[src/rtl/flag_branch_unit.sv]
// Z/V/N flag register plus conditional-branch resolver feeding the fetch PC.
// Optional macro FLAG_BYPASS_EN resolves flag/branch conflicts through the incoming flags instead of HOLD.
module flag_branch_unit (
  input  logic        clk,
  input  logic        rst_n,
  input  logic        stall,
  input  logic        flush,
  input  logic        flag_wr_valid,
  input  logic [2:0]  alu_opcode,
  input  logic [2:0]  alu_flags,
  input  logic        br_valid,
  input  logic [2:0]  br_cond,
  input  logic [15:0] br_pc_plus2,
  input  logic [8:0]  br_imm,
  output logic        br_ready,
  output logic        br_done,
  output logic        br_taken,
  output logic [15:0] br_pc_next,
  output logic [2:0]  flags
);

  typedef enum logic {IDLE, HOLD} state_t;

  state_t      r_state, w_stateNext;
  logic [2:0]  r_flags, w_flagsNext;
  logic [2:0]  r_cond;
  logic [15:0] r_pcPlus2;
  logic [8:0]  r_imm;
  logic        r_done, r_taken;
  logic [15:0] r_pcNext;

  logic        w_accept, w_conflict, w_resolve, w_taken;
  logic [2:0]  w_resCond, w_resFlags;
  logic [15:0] w_resPc, w_target;
  logic [8:0]  w_resImm;

  function automatic logic condTrue(input logic [2:0] cond, input logic [2:0] f);
    logic z, v, n;
    z = f[2];
    v = f[1];
    n = f[0];
    case (cond)
      3'b000:  condTrue = !z;
      3'b001:  condTrue = z;
      3'b010:  condTrue = !z && !n;
      3'b011:  condTrue = n;
      3'b100:  condTrue = z || !n;
      3'b101:  condTrue = n || z;
      3'b110:  condTrue = v;
      default: condTrue = 1'b1;
    endcase
  endfunction

  // ADD/SUB write all flags; logic/shift ops write Z only; RED/PADSUB write none.
  always_comb begin
    w_flagsNext = r_flags;
    if (flag_wr_valid) begin
      case (alu_opcode)
        3'b000, 3'b001:                 w_flagsNext = alu_flags;
        3'b010, 3'b100, 3'b101, 3'b110: w_flagsNext = {alu_flags[2], r_flags[1:0]};
        default:                        w_flagsNext = r_flags;
      endcase
    end
  end

  assign br_ready = (r_state == IDLE);
  assign w_accept = br_valid && br_ready && !stall;
`ifdef FLAG_BYPASS_EN
  assign w_conflict = 1'b0;
`else
  assign w_conflict = flag_wr_valid;
`endif

  always_ff @(posedge clk or negedge rst_n) begin
    if (!rst_n)      r_state <= IDLE;
    else if (!stall) r_state <= w_stateNext;
  end

  always_comb begin
    w_stateNext = r_state;
    if (flush) begin
      w_stateNext = IDLE;
    end else begin
      case (r_state)
        IDLE:    if (w_accept && w_conflict) w_stateNext = HOLD;
        HOLD:    w_stateNext = IDLE;
        default: w_stateNext = IDLE;
      endcase
    end
  end

  // Resolution operands: captured copy in HOLD, live request otherwise.
  always_comb begin
    w_resCond  = br_cond;
    w_resPc    = br_pc_plus2;
    w_resImm   = br_imm;
`ifdef FLAG_BYPASS_EN
    w_resFlags = w_flagsNext;
`else
    w_resFlags = r_flags;
`endif
    w_resolve  = 1'b0;
    if (r_state == HOLD) begin
      w_resCond  = r_cond;
      w_resPc    = r_pcPlus2;
      w_resImm   = r_imm;
      w_resFlags = r_flags;
      w_resolve  = !stall && !flush;
    end else begin
      w_resolve  = w_accept && !w_conflict && !flush;
    end
    w_taken  = condTrue(w_resCond, w_resFlags);
    w_target = w_taken ? (w_resPc + {{6{w_resImm[8]}}, w_resImm, 1'b0}) : w_resPc;
  end

  always_ff @(posedge clk or negedge rst_n) begin
    if (!rst_n)      r_flags <= 3'b000;
    else if (!stall) r_flags <= w_flagsNext;
  end

  always_ff @(posedge clk or negedge rst_n) begin
    if (!rst_n) begin
      r_cond    <= 3'b000;
      r_pcPlus2 <= 16'h0000;
      r_imm     <= 9'h000;
    end else if (!stall) begin
      if (flush) begin
        r_cond    <= 3'b000;
        r_pcPlus2 <= 16'h0000;
        r_imm     <= 9'h000;
      end else if (r_state == IDLE && w_accept && w_conflict) begin
        r_cond    <= br_cond;
        r_pcPlus2 <= br_pc_plus2;
        r_imm     <= br_imm;
      end
    end
  end

  // Taken/target hold their last resolved value; only br_done pulses.
  always_ff @(posedge clk or negedge rst_n) begin
    if (!rst_n) begin
      r_done   <= 1'b0;
      r_taken  <= 1'b0;
      r_pcNext <= 16'h0000;
    end else if (!stall) begin
      r_done <= w_resolve;
      if (w_resolve) begin
        r_taken  <= w_taken;
        r_pcNext <= w_target;
      end
    end
  end

  assign br_done    = r_done;
  assign br_taken   = r_taken;
  assign br_pc_next = r_pcNext;
  assign flags      = r_flags;

endmodule

[config.mk]
export PLATFORM = sky130hd
export DESIGN_NAME = flag_branch_unit
export DESIGN_NICKNAME = d
export VERILOG_FILES = /design/src/rtl/flag_branch_unit.sv
export SDC_FILE = /design/constraint.sdc
export NUM_CORES = 1
export LEC_CHECK = 0
export ABC_CLOCK_PERIOD_IN_PS = 3900
export BUFFER_PORTS_ARGS = -buffer_cell sky130_fd_sc_hd__buf_4
export CAP_MARGIN = 20
export CORE_AREA = 3 3 81 83
export CTS_BUF_LIST = sky130_fd_sc_hd__clkbuf_4
export CTS_CLUSTER_SIZE = 25
export DETAILED_ROUTE_END_ITERATION = 8
export DIE_AREA = 0 0 84 86
export PLACE_DENSITY_LB_ADDON = 0.2
export SYNTH_ARGS = -nofsm -noshare
export SYNTH_HDL_FRONTEND = slang
export SYNTH_SLANG_ARGS = --single-unit
[constraint.sdc]
create_clock -name clk -period 3.9 [get_ports clk]
set_input_delay 0.195 -clock clk [delete_from_list [all_inputs] [get_ports clk]]
set_output_delay 0.195 -clock clk [all_outputs]
set_load 0.03 [all_outputs]
==> results.md, run 1 <==
* Outcome: complete, no violations
* Slew Limit Fails at 0
* Power per cell area at 444 mW/mm2
* Ys Warns at 0
* # Post-CTS Setup Buffers at 0
* Sequential element share of the synthesized area at 41.0%
* Async SR Flop Fraction at 100%
* Antenna viol nets, final at 0
* Largest net degree at the start of global routing at 51
* Most used DFF post-synth: dfrtp_1
* Starting density of the core at 51.5%
* First-pass GRT wire length at 12,100 um
* Input/output buffers at 61
* Pre-CTS WS at ~0.58 ns
* Initial antenna violation count at 0
* Final min period at around 3.4 ns
* Post-Layout Cell Count at 423
* Fmax at 296 MHz
* Leak at 1.76 nW
* Worst path max stage delay at between 0.7 and 0.8 ns
* Crit path buf inv count at 1
* Top-area cell type share of the netlist area at around two fifths
* Num CTS Buffers at 5
* Detailed Routing Iterations Pass 1 at 4
* Unrepaired setup endpoints after global routing: no
* Worst-path clk slew at between 0.15 and 0.2 ns
* Final instance area at 0.00366 mm2
* Yosys top cell by area: dfrtp_1
* Core area at 0.00592 mm2
* WHS at approximately 0.014 ns
* Critical path peak fanout at 19
* Final setup TNS at 0 ns
* Top cells by area, synth: dfrtp_1 (41%), mux2_2 (9.2%), a22o_1 (8.0%)
* Max stage delay cell, worst path: dfrtp_1
* Final antenna diode count at 0
* Vias in the first global route at 2,577
* Die area at 0.00722 mm2
* Placed cell area at 0.00356 mm2
* Final hold vios at 0
* Final #Nets at 402
* Critical Path AT at 3.68 ns
* Rows at 28
* Mean post-synth cell area at 10.5 um2
* Die width at roughly 84 um
* Startpoint of the worst hold path: br_pc_plus2[14]
* Worst path top cell family by delay: compound AO/OA/AOI/OAI gates
* Synthesized cell area at 0.00305 mm2
* Clock Latency Late Sink at a little under 0.4 ns
* Max Cap Viol at 0
* Via/cell ratio at 5.67
* Critical path required time at roughly 4.2 ns
* Initial drt markers at 57
* Setup crit start: r_state
* DP Wirelength at 5130 um
* Clock Skew at 0.0163 ns
* Hold Path Class: in -> reg
* Total Routed Length at 7050 um
* Post-route clock period utilization at roughly 87%
* Cells after synthesis at between 200 and 300
* GRT Total Usage at 20.6%
* Clk sinks at 50
* R2R Path Start: r_state
* Fillers at 503
* Worst setup EP type: register
* Syn_nets at 345
* GP Congestion at 0.883
* Max_slew headroom at 29.8%
* GR Overflow Total at 0
* Area Growth Syn to Fin at 19.8%
* Num ports at 62
* Flop and latch count out of synthesis at 50
* Critical Path Source Type: register
* Height of the die at 86 um
* Netlist cell types at just under 50
* DR WL/cell at 16.7 um
* Final worst slack at between 0.5 and 0.6 ns
* VDD IR-drop max at 246 uV
* Via count at 2,399
* Critical path, cell by cell: buf_12 > mux2_2 > ha_1 > and3_1 > a211oi_1 > o211ai_1 > nor4_1 > o21bai_1 > xor2_1 > a2bb2oi_1
* # resized after CTS at 0
* Share of layout cells above drive strength 1 at 30.7%
* CTS tree: yes
* Slew at the pin closest to its max-slew limit at roughly 1.1 ns
* Final setup fails at 0
* Worst-case clock buffer depth at 2
* Post-synth EDFFs at 0
* Cells after DPL at between 400 and 500
* Critical path type: reg -> reg
* H-tree depth at 2
* # DRC at 0
* Root buffer cell: clkbuf_4
layout make-up:
class | instances | area (um2) | area share [%]
Multi-Input combinational cell | 217 | 1690 | 46.3
Sequential cell | 50 | 1250 | 34.2
Timing Repair Buffer | 65 | 503 | 13.8
Tap cell | 75 | 93.8 | 2.57
Clock inverter | 3 | 48.8 | 1.33
Clock buffer | 5 | 37.5 | 1.03
Inverter | 8 | 30.0 | 0.821
sequential cells by signal, indices dropped and copies added (netlist names):
signal      cells
br_taken        1
br_done         1
r_state         1
br_pc_next     16
r_imm           9
r_cond          3
r_pcPlus2      16
flags           3
power by group:
part	leakage, nW	total (mW)	internal [mW]	switching [mW]
registers	0.654	0.652	0.599	0.0526
logic	1.06	0.647	0.275	0.372
clock network	0.0433	0.323	0.139	0.184
total	1.76	1.62	1.01	0.609
cell usage in the layout, fill, tap and decap left out, types with 2 or more instances in the layout:
master     synthesis  final
o21ai_1            7      7
a2bb2oi_1          2      2
ha_1              14     14
nand2b_1           2      2
a211oi_1           2      2
buf_4              0     63
and3_1             2      2
nor3_1             7      7
o211ai_1           2      2
a21oi_1           18     18
o21ai_0            9      9
mux2i_1           14     14
or3_1              2      2
a31oi_1            2      2
nand3_1            5      5
and2_1             2      2
or2_2              2      2
a22o_1            28     28
a21o_1             5      5
nor2_1             7      7
mux2_4             2      2
nand2_1           26     26
inv_1              8      8
mux2_2            25     25
xor2_1             6      6
xnor2_1            6      6
clkbuf_4           0      5
dfrtp_1           50     50
metrics by stage:
| step | power (mW) | util, % |
|---|---|---|
| after global placement | 1.30 | 60.1 |
| after global routing | 1.72 | 61.8 |
| final | 1.62 | 61.8 |
| after floorplan | 1.10 | - |
| after detailed placement | 1.31 | 60.1 |
| after CTS | 1.64 | 61.8 |
final timing paths:
kind	slack (ns)	endpoint	cells after the start
max in group asynchronous	3.11	br_pc_next[12]	2
worst min-delay path	0.01	r_pcPlus2[14]	2
min in group asynchronous	0.35	r_cond[0]	2
worst max register to register	0.52	br_pc_next[14]	10
worst min register to register	0.50	br_taken	2
worst max-delay path	0.52	br_pc_next[14]	10
worst register-to-register path, stage by stage, from the launching register on:
cell	delay, ns
dfrtp_1	0.72
buf_12	0.24
mux2_2	0.37
ha_1	0.34
and3_1	0.20
a211oi_1	0.49
o211ai_1	0.22
nor4_1	0.32
o21bai_1	0.12
xor2_1	0.15
a2bb2oi_1	0.13
per-layer routing:
layer	track usage, %	wire length [um]
met2	35.5	3480
met5	0	0
met1	27.0	3190
met3	3.75	299
met4	5.41	85
synth_stat cells (3+ instances only):
cell type / number
nor2_1: 7
ha_1: 14
mux2_2: 25
nand3_1: 5
dfrtp_1: 50
buf_2: 4
xor2_1: 6
nor3_1: 7
buf_6: 3
inv_1: 8
nand2_1: 26
mux2i_1: 14
o21ai_0: 9
o21ai_1: 7
clkbuf_1: 8
xnor2_1: 6
a21o_1: 5
a22o_1: 28
a21oi_1: 18
cells by family (layout without fill, tap and decap cells):
group,count (synthesis),after routing,synth area share [%]
xor gates and xnor gates,12,12,3.44
adders and majority gates,16,16,6.77
muxes,41,41,14.8
AOI/OAI and AO/OA,86,86,20.4
buffers and inverters,23,81,3.73
DFF,50,50,41.0
and+or+nand+nor,62,62,9.84
timing repair:
action | CTS | global route
hold endpoints to repair | 50 | 0
endpoints found under the setup margin | 0 | 0
hold buffers | 1 | 0
No activity file was read; power rests on OpenSTA's default activity.
==> run 2, diff against run 1 <==
- PLACE_DENSITY_LB_ADDON: 0.2 -> 0.12
==> results.md, run 2 (synthesis results as in run 1) <==
* Outcome: complete, no violations
* Starting density of the core at 51.5% (unchanged)
* Initial drt markers at 179 (+210%)
* GP Congestion at 0.857 (-2.9%)
* Critical path peak fanout at 8 (-11)
* Fillers at 508 (+0.99%)
* Max_slew headroom at 39.6% (+9.8 points)
* Critical Path Source Type: register
* Via/cell ratio at 5.71 (+0.74%)
* Height of the die at 86 um (unchanged)
* Final worst slack at 0.658 ns (+0.139 ns)
* Worst-path clk slew at 0.16 ns (about the same)
* Critical path required time at 4.16 ns (-0.04 ns)
* Clock Skew at 0.00991 ns (-0.00640 ns)
* Final hold vios at 0 (unchanged)
* Share of layout cells above drive strength 1 at 31.3% (+0.59 points)
* Root buffer cell: clkbuf_4
* Rows at 28 (unchanged)
* Die area at 0.00722 mm2 (unchanged)
* Hold Path Class: in -> reg
* Slew Limit Fails at 0 (unchanged)
* Final instance area at 0.00366 mm2 (+0.17%)
* Critical path type: reg -> reg
* Unrepaired setup endpoints after global routing: no
* Clock Latency Late Sink at 0.36 ns (-0.03 ns)
* Largest net degree at the start of global routing at 51 (unchanged)
* Placed cell area at 0.00357 mm2 (+0.28%)
* Reg-to-reg slack, setup at 0.66 ns (+0.14 ns)
* H-tree depth at 2 (unchanged)
* Final setup fails at 0 (unchanged)
* Final #Nets at 405 (+0.75%)
* Tot Pwr at 1.62 mW (about the same)
* Power per cell area at 442 mW/mm2 (-0.26%)
* Num CTS Buffers at 5 (unchanged)
* Slew at the pin closest to its max-slew limit at 0.898 ns (-0.154 ns)
* Leak at 1.77 nW (+0.59%)
* Initial antenna violation count at 0 (unchanged)
* Pre-CTS WS at 0.707 ns (+0.129 ns)
* VDD IR-drop max at 226 uV (-8.4%)
* Commonest non-fill, non-tap cells in the layout: buf_4 (67), dfrtp_1 (50), a22o_1 (28), nand2_1 (26), mux2_2 (25)
* Via count at 2,434 (+1.5%)
* Startpoint of the worst hold path: br_pc_plus2[12]
* DP Wirelength at 5260 um (+2.4%)
* Total Routed Length at 7090 um (+0.62%)
* Commonest non-fill, non-tap cell in the layout: buf_4
* Input/output buffers at 61 (unchanged)
* R2R Path Start: r_state
* Critical Path AT at 3.50 ns (-0.18 ns)
* Critical R2R Capture: br_pc_next[13]
* Final antenna diode count at 0 (unchanged)
* Worst setup EP type: register
* FF-to-FF path depth at 12 (+2)
* DR WL/cell at 16.7 um (about the same)
* Num ports at 62 (unchanged)
* Hold Path End: r_pcPlus2[12]
* Area Growth Syn to Fin at 20.0%
* Post-route clock period utilization at 83.1% (-3.6 points)
* Max Cap Viol at 0 (unchanged)
* GR Overflow Total at 0 (unchanged)
* Core area at 0.00592 mm2 (unchanged)
* Detailed Routing Iterations Pass 1 at 4 (unchanged)
* Worst-case clock buffer depth at 2 (unchanged)
* CTS tree: yes
* Setup crit start: r_state
* WHS at 0.0433 ns (+0.0289 ns)
* Final min period at 3.24 ns (-0.139 ns)
* GRT Total Usage at 20.0% (-0.64 points)
* Worst Hold Path Cells at 2 (unchanged)
* Antenna viol nets, final at 0 (unchanged)
* Die width at 84 um (unchanged)
* Final setup TNS at 0 ns (unchanged)
* First-pass GRT wire length at 11,800 um (-2.6%)
* Clk sinks at 50 (unchanged)
* # DRC at 0 (unchanged)
* Vias in the first global route at 2,481 (-3.7%)
* Fmax at 308 MHz (+4.3%)
-- run 2: worst max path at each step --
stage,endpoint,slack [ns],cells after the start
final,br_pc_next[13],0.66,12
after global routing,br_pc_next[13],0.37,12
after CTS,br_pc_next[13],0.69,12
after detailed placement,br_pc_next[13],0.71,12
after global placement,br_pc_next[14],0.85,10
after floorplan,br_pc_next[13],0.28,15
-- run 2: area by class of cell --
cell class                 instances  area (um2)  share of cell area [%]
inverter                           8        30.0                   0.820
timing repair buffer              68         513                    14.0
clock buffer                       6        45.0                    1.23
multi-input combinational        217        1690                    46.2
clock inverter                     2        37.5                    1.02
tap                               75        93.8                    2.56
sequential                        50        1250                    34.2
-- run 2: timing repair --
item	in CTS	in global routing
resized for setup	0	0
setup buffers	0	0
endpoints found under the hold margin	50	0
hold buffers	1	0
-- run 2: power breakdown --
group | leakage (nW) | internal (mW) | switching (mW)
Sequential | 0.654 | 0.599 | 0.0502
Clock | 0.0419 | 0.143 | 0.176
Combinational | 1.07 | 0.276 | 0.377
-- run 2: critical path: stages, from the launching register on --
cell	delay, ns
dfrtp_1	0.50
buf_4	0.22
mux2_2	0.35
ha_1	0.22
inv_1	0.07
fa_1	0.22
inv_1	0.05
a21o_1	0.16
a221oi_1	0.59
o31ai_1	0.23
a21oi_1	0.22
xor2_1	0.20
o221ai_2	0.12
-- run 2: through the flow --
stage / utilization [%] / cells
3_5_place_dp: 60.3 / 417
5_1_grt: 61.9 / 426
4_1_cts: 61.9 / 426
3_3_place_gp: 60.3 / 417
2_1_floorplan: - / 290
6_report: 61.9 / 426
-- run 2: layer usage --
metal  track usage, %  share of wire [%]
met2             34.1                 49
met5                0                  0
met1             26.9                 46
met3             3.36                3.8
met4             4.39               0.37
